<file path="src/rtl/machine_pkg.sv">
// Shared definitions for the four-machine request side.
// Holds machine count, per-machine FSM state encoding and default widths.
package machine_pkg;

    localparam int NUM_MACH  = 4;
    localparam int DEF_CNT_W = 8;
    localparam int DEF_PRE_W = 8;

    typedef enum logic [1:0] {
        IDLE = 2'd0,
        REQ  = 2'd1,
        RUN  = 2'd2,
        HOLD = 2'd3
    } mach_state_t;

endpackage

</file>
<file path="src/rtl/machine_job_fsm.sv">
// One machine's job sequencer: IDLE/REQ/RUN/HOLD plus remaining-cycle count.
// Ports: clk, rst_n, start, abort, dur, c (grant) in; m, busy, done,
//        preempt_pulse (RUN->HOLD this cycle), err_pulse (grant while idle) out.
module machine_job_fsm
    import machine_pkg::*;
#(
    parameter int CNT_W = DEF_CNT_W
) (
    input  logic             clk,
    input  logic             rst_n,
    input  logic             start,
    input  logic             abort,
    input  logic [CNT_W-1:0] dur,
    input  logic             c,
    output logic             m,
    output logic             busy,
    output logic             done,
    output logic             preempt_pulse,
    output logic             err_pulse
);

    mach_state_t      state_q, state_d;
    logic [CNT_W-1:0] rem_q, rem_d;
    logic             done_q, done_d;

    always_ff @(posedge clk or negedge rst_n) begin
        if (!rst_n) begin
            state_q <= IDLE;
            rem_q   <= '0;
            done_q  <= 1'b0;
        end else begin
            state_q <= state_d;
            rem_q   <= rem_d;
            done_q  <= done_d;
        end
    end

    always_comb begin
        state_d       = state_q;
        rem_d         = rem_q;
        done_d        = 1'b0;
        preempt_pulse = 1'b0;
        unique case (state_q)
            IDLE: begin
                // abort in the same cycle suppresses the start
                if (start && !abort && dur != '0) begin
                    state_d = REQ;
                    rem_d   = dur;
                end
            end
            REQ, RUN, HOLD: begin
                if (abort) begin
                    // abort beats a grant; the granted cycle is not counted
                    state_d = IDLE;
                    rem_d   = '0;
                end else if (c) begin
                    if (rem_q == CNT_W'(1)) begin
                        state_d = IDLE;
                        rem_d   = '0;
                        done_d  = 1'b1;
                    end else begin
                        state_d = RUN;
                        rem_d   = rem_q - CNT_W'(1);
                    end
                end else if (state_q == RUN) begin
                    state_d       = HOLD;
                    preempt_pulse = 1'b1;
                end
            end
        endcase
    end

    assign m         = (state_q != IDLE);
    assign busy      = m;
    assign done      = done_q;
    assign err_pulse = c && (state_q == IDLE);

endmodule

</file>
<file path="src/rtl/machine_requester.sv">
// Request side of the four-machine power-allocation interface.
// In: clk, rst_n, start[3:0], abort[3:0], dur, c[3:0] (grants).
// Out: m[3:0] requests, busy[3:0], done[3:0], sticky err, saturating preempts.
module machine_requester
    import machine_pkg::*;
#(
    parameter int CNT_W = DEF_CNT_W,
    parameter int PRE_W = DEF_PRE_W
) (
    input  logic                clk,
    input  logic                rst_n,
    input  logic [NUM_MACH-1:0] start,
    input  logic [NUM_MACH-1:0] abort,
    input  logic [CNT_W-1:0]    dur,
    input  logic [NUM_MACH-1:0] c,
    output logic [NUM_MACH-1:0] m,
    output logic [NUM_MACH-1:0] busy,
    output logic [NUM_MACH-1:0] done,
    output logic                err,
    output logic [PRE_W-1:0]    preempts
);

    logic [NUM_MACH-1:0] pre_pulse;
    logic [NUM_MACH-1:0] err_pulse;

    for (genvar i = 0; i < NUM_MACH; i++) begin : g_mach
        machine_job_fsm #(
            .CNT_W(CNT_W)
        ) u_fsm (
            .clk          (clk),
            .rst_n        (rst_n),
            .start        (start[i]),
            .abort        (abort[i]),
            .dur          (dur),
            .c            (c[i]),
            .m            (m[i]),
            .busy         (busy[i]),
            .done         (done[i]),
            .preempt_pulse(pre_pulse[i]),
            .err_pulse    (err_pulse[i])
        );
    end

    logic             err_q, err_d;
    logic [PRE_W-1:0] pre_q, pre_d;
    logic [2:0]       n_pre;
    logic [PRE_W:0]   pre_sum;

    always_ff @(posedge clk or negedge rst_n) begin
        if (!rst_n) begin
            err_q <= 1'b0;
            pre_q <= '0;
        end else begin
            err_q <= err_d;
            pre_q <= pre_d;
        end
    end

    always_comb begin
        n_pre = '0;
        for (int i = 0; i < NUM_MACH; i++) begin
            n_pre = n_pre + 3'(pre_pulse[i]);
        end
        // one spare bit catches the carry for saturation
        pre_sum = {1'b0, pre_q} + (PRE_W+1)'(n_pre);
        pre_d   = pre_sum[PRE_W] ? '1 : pre_sum[PRE_W-1:0];
        err_d   = err_q | (|err_pulse);
    end

    assign err      = err_q;
    assign preempts = pre_q;

endmodule

</file>
<file path="config.mk">
export PLATFORM = sky130hd
export DESIGN_NAME = machine_requester
export DESIGN_NICKNAME = d
export VERILOG_FILES = /design/src/rtl/machine_pkg.sv /design/src/rtl/machine_job_fsm.sv /design/src/rtl/machine_requester.sv
export SDC_FILE = /design/constraint.sdc
export NUM_CORES = 1
export LEC_CHECK = 0
export CORE_MARGIN = 8
export CORE_UTILIZATION = 56
export CTS_BUF_LIST = sky130_fd_sc_hd__clkbuf_4 sky130_fd_sc_hd__clkbuf_8 sky130_fd_sc_hd__clkbuf_16
export CTS_CLUSTER_SIZE = 25
export DETAILED_ROUTE_END_ITERATION = 8
export PLACE_DENSITY = 0.8
export SLEW_MARGIN = 0
export SYNTH_ARGS = -nofsm -noshare
export SYNTH_HDL_FRONTEND = slang
export SYNTH_HIERARCHICAL = 1
export SYNTH_SLANG_ARGS = --single-unit
</file>
<file path="constraint.sdc">
create_clock -name clk -period 2.9 [get_ports clk]
set_input_delay 0.29 -clock clk [delete_from_list [all_inputs] [get_ports clk]]
set_output_delay 0.29 -clock clk [all_outputs]
set_load 0.01 [all_outputs]
</file>
==> results.yml <==
setup_path:
  cp_max_fo: 6
  startpoint_type: "flip-flop"
  crit_required_ns: 3.13
  arrival_ns: 2.91
  crit_path_end_kind: "flip-flop"
  path_class: "flip-flop to flip-flop"
logic_synthesis:
  netlist_top_cells_area: "dfrtp_1 37%, a22oi_1 5.0%, a21oi_1 4.8%"
  synth-seq-area-share_pct: 37.09
  yosysWarnings: 6
  synth_top_family_by_area: "compound AO/OA/AOI/OAI gates"
  ys_ff_latch: 53
  postSynthAreaPerCell_sq_um: 9.337
  synthTopCellsByCount: "53 x dfrtp_1, 45 x inv_1, 34 x a21oi_1, 24 x a22oi_1"
  async_flop_share_pct: 100.0
  yosysUniqueCellTypes: 47
  synth_top_area_cell: "dfrtp_1"
  synth_area_sq_um: 3576
  synth_flop_cell: "dfrtp_1"
  synthMuxAreaShare_pct: 1.400
  synth_edf_count: 0
  synth_cells: 383
  synth-simple-area-share_pct: 20.19
  post-synth-top-count-cell: "dfrtp_1"
  synth_top_cell_area_share_pct: 37.09
  synthXorXnorAreaFrac_pct: 0.2449
  synth_fa_ha_area_share_pct: 4.829
  synth_compound_area_share_pct: 28.59
  synth.net_count: 417
grt:
  antenna_found_initial: 0
  grt_max_degree: 54
  track_usage_pct: 20.64
  grt_overflow: 0
  grt_pass1_wl_microns: 15190
  grt_pass1_vias: 3056
cells_and_area:
  nNetsFinal: 466
  antenna_cells: 0
  drive_above_1_share_pct: 13.39
  syn_to_final_growth_pct: 17.14
  seq_area_sq_um: 1326
  postLayoutCellArea_sq_um: 4189
  final_util_pct: 66.73
  multiInputGateArea_sq_um: 1976
  n_fill_cell: 535
floorplanning:
  die_x_microns: 95.91
  pin_count: 43
  core_sq_um: 6277
  dieArea_sq_um: 9199
  start_util_pct: 56.97
  dieHeight_microns: 95.91
  num_rows: 29
clocking:
  htreeDepth: 2
  cts_hold_buf: 0
  clockBufferDepth: 2
  worstSkewPairLatency_ns: 0.31
  cts_setup_buffers: 0
  cts_resized: 0
  cts_tree: "built"
  clk_pin_slew_ns: 0.10
  root_buffer: "clkbuf_8"
  cts_buffers: 5
  cts_sinks: 53
timing:
  rsz0062_at_grt: "no"
  finalWorstSetupSlack_ns: 0.2207
  finalMaxSlewViolations: 0
  finalSetupViolCount: 0
  fmax_mhz: 373.2
  finClkSkew_ns: 0.01458
  timing_hold_violations_final: 0
  tightest_slew_ns: 0.6930
  relSlewSlack_pct: 53.80
  fin_crit_ns: 2.679
  post-route-period-util_pct: 92.39
drt:
  ant_nets: 0
  drt_wl_total_microns: 9253
  drc: 0
  vias: 3258
  via_per_inst: 6.388
  drt_iter0_markers: 172
  wl_per_cell_microns: 18.14
  drtPass1Iterations: 5
power:
  p_per_area_nw_per_um2: 626.1
  ir_drop_v: 0.0003978
  p_leak_nw: 1.791
  power_mw: 2.623
run_status:
  outcome: "finished clean"
placed_design:
  io_buffers: 42
  dp_worst_setup_slack_ns: -0.02538
  dp_hpwl_microns: 6585
  place_area_sq_um: 4103
  gp_congestion: 0.9293
flow_run:
  cap_violations: 0
min_path:
  hp-class: "primary input to async pin"
registers in the layout, indices dropped and copies added (netlist names):
signal                cells
g_mach.u_fsm/rem_q       32
g_mach.u_fsm/state_q      8
preempts                  8
g_mach.u_fsm/done         4
err                       1
layer usage:
layer / track usage (%) / wire [microns] / up-vias
met1: 28.51 / 4247 / 1615
met4: 3.585 / 47 / 0
met3: 3.432 / 594 / 4
met5: 0 / 0 / -
li1: - / - / 1540
met2: 33.54 / 4363 / 99
cell families after synthesis:
| family | Yosys count |
|---|---|
| adder cells (fa/ha/maj) | 12 |
| buffers and inverters | 61 |
| AND/OR/NAND/NOR | 120 |
| flip-flops | 53 |
| multiplexers | 5 |
| XOR/XNOR | 1 |
| AO/OA/AOI/OAI | 131 |
placed cells by master, fill, tap and decap left out, types with 5 or more instances in the layout:
cell and instances:
clkdlybuf4s50_1 41, ha_1 9, dfrtp_1 53, buf_4 16, nand2_1 21, and2_1 12, or4_4 8, a32oi_1 12
mux2i_1 5, nor2_1 21, a22oi_1 24, o22ai_1 20, nor3_1 13, inv_1 45, clkbuf_8 5, a21oi_1 34
per-stage QoR:
step                TNS [ns]  hold WS (ns)  cells
floorplan                  0     -0.005591    383
global placement           0        0.4653    502
detailed placement  -0.02538        0.4686    502
CTS                        0        0.1347    510
global route               0        0.1603    510
finish                     0       0.09769    510
power by group:
part           internal [mW]  switching, mW  leakage, nW
registers              0.933          0.211        0.661
clock network          0.178          0.247       0.0484
logic                  0.473          0.581         1.08
worst max-delay path: stages, from the launching register on:
cell	delay, ns
dfrtp_1	0.46
nor4b_1	0.34
buf_4	0.18
fa_1	0.40
inv_1	0.09
fa_1	0.19
inv_1	0.06
fa_1	0.41
and3_4	0.22
nor2b_1	0.12
a21oi_1	0.14
path summary, 6_finish.rpt:
kind	startpoint	end	slack (ns)	cells after the start
min	rst_n	g_mach[2].u_fsm/rem_q[5]	0.1	2
max in group asynchronous	rst_n	err	2.33	2
min reg2reg	err	err	0.51	2
min in group clk	err	err	0.51	2
max	g_mach[2].u_fsm/state_q[0]	preempts[4]	0.22	10
max reg2reg	g_mach[2].u_fsm/state_q[0]	preempts[4]	0.22	10
layout make-up:
class	count	area share, %
Tap cell	77	2.300
Inverter	45	4.032
Clock buffer	6	1.822
Sequential cell	53	31.66
Clock inverter	2	0.2389
Multi-Input combinational cell	269	47.16
Timing Repair Buffer	58	12.78
Note: power is estimated with default switching activity, not from simulation.
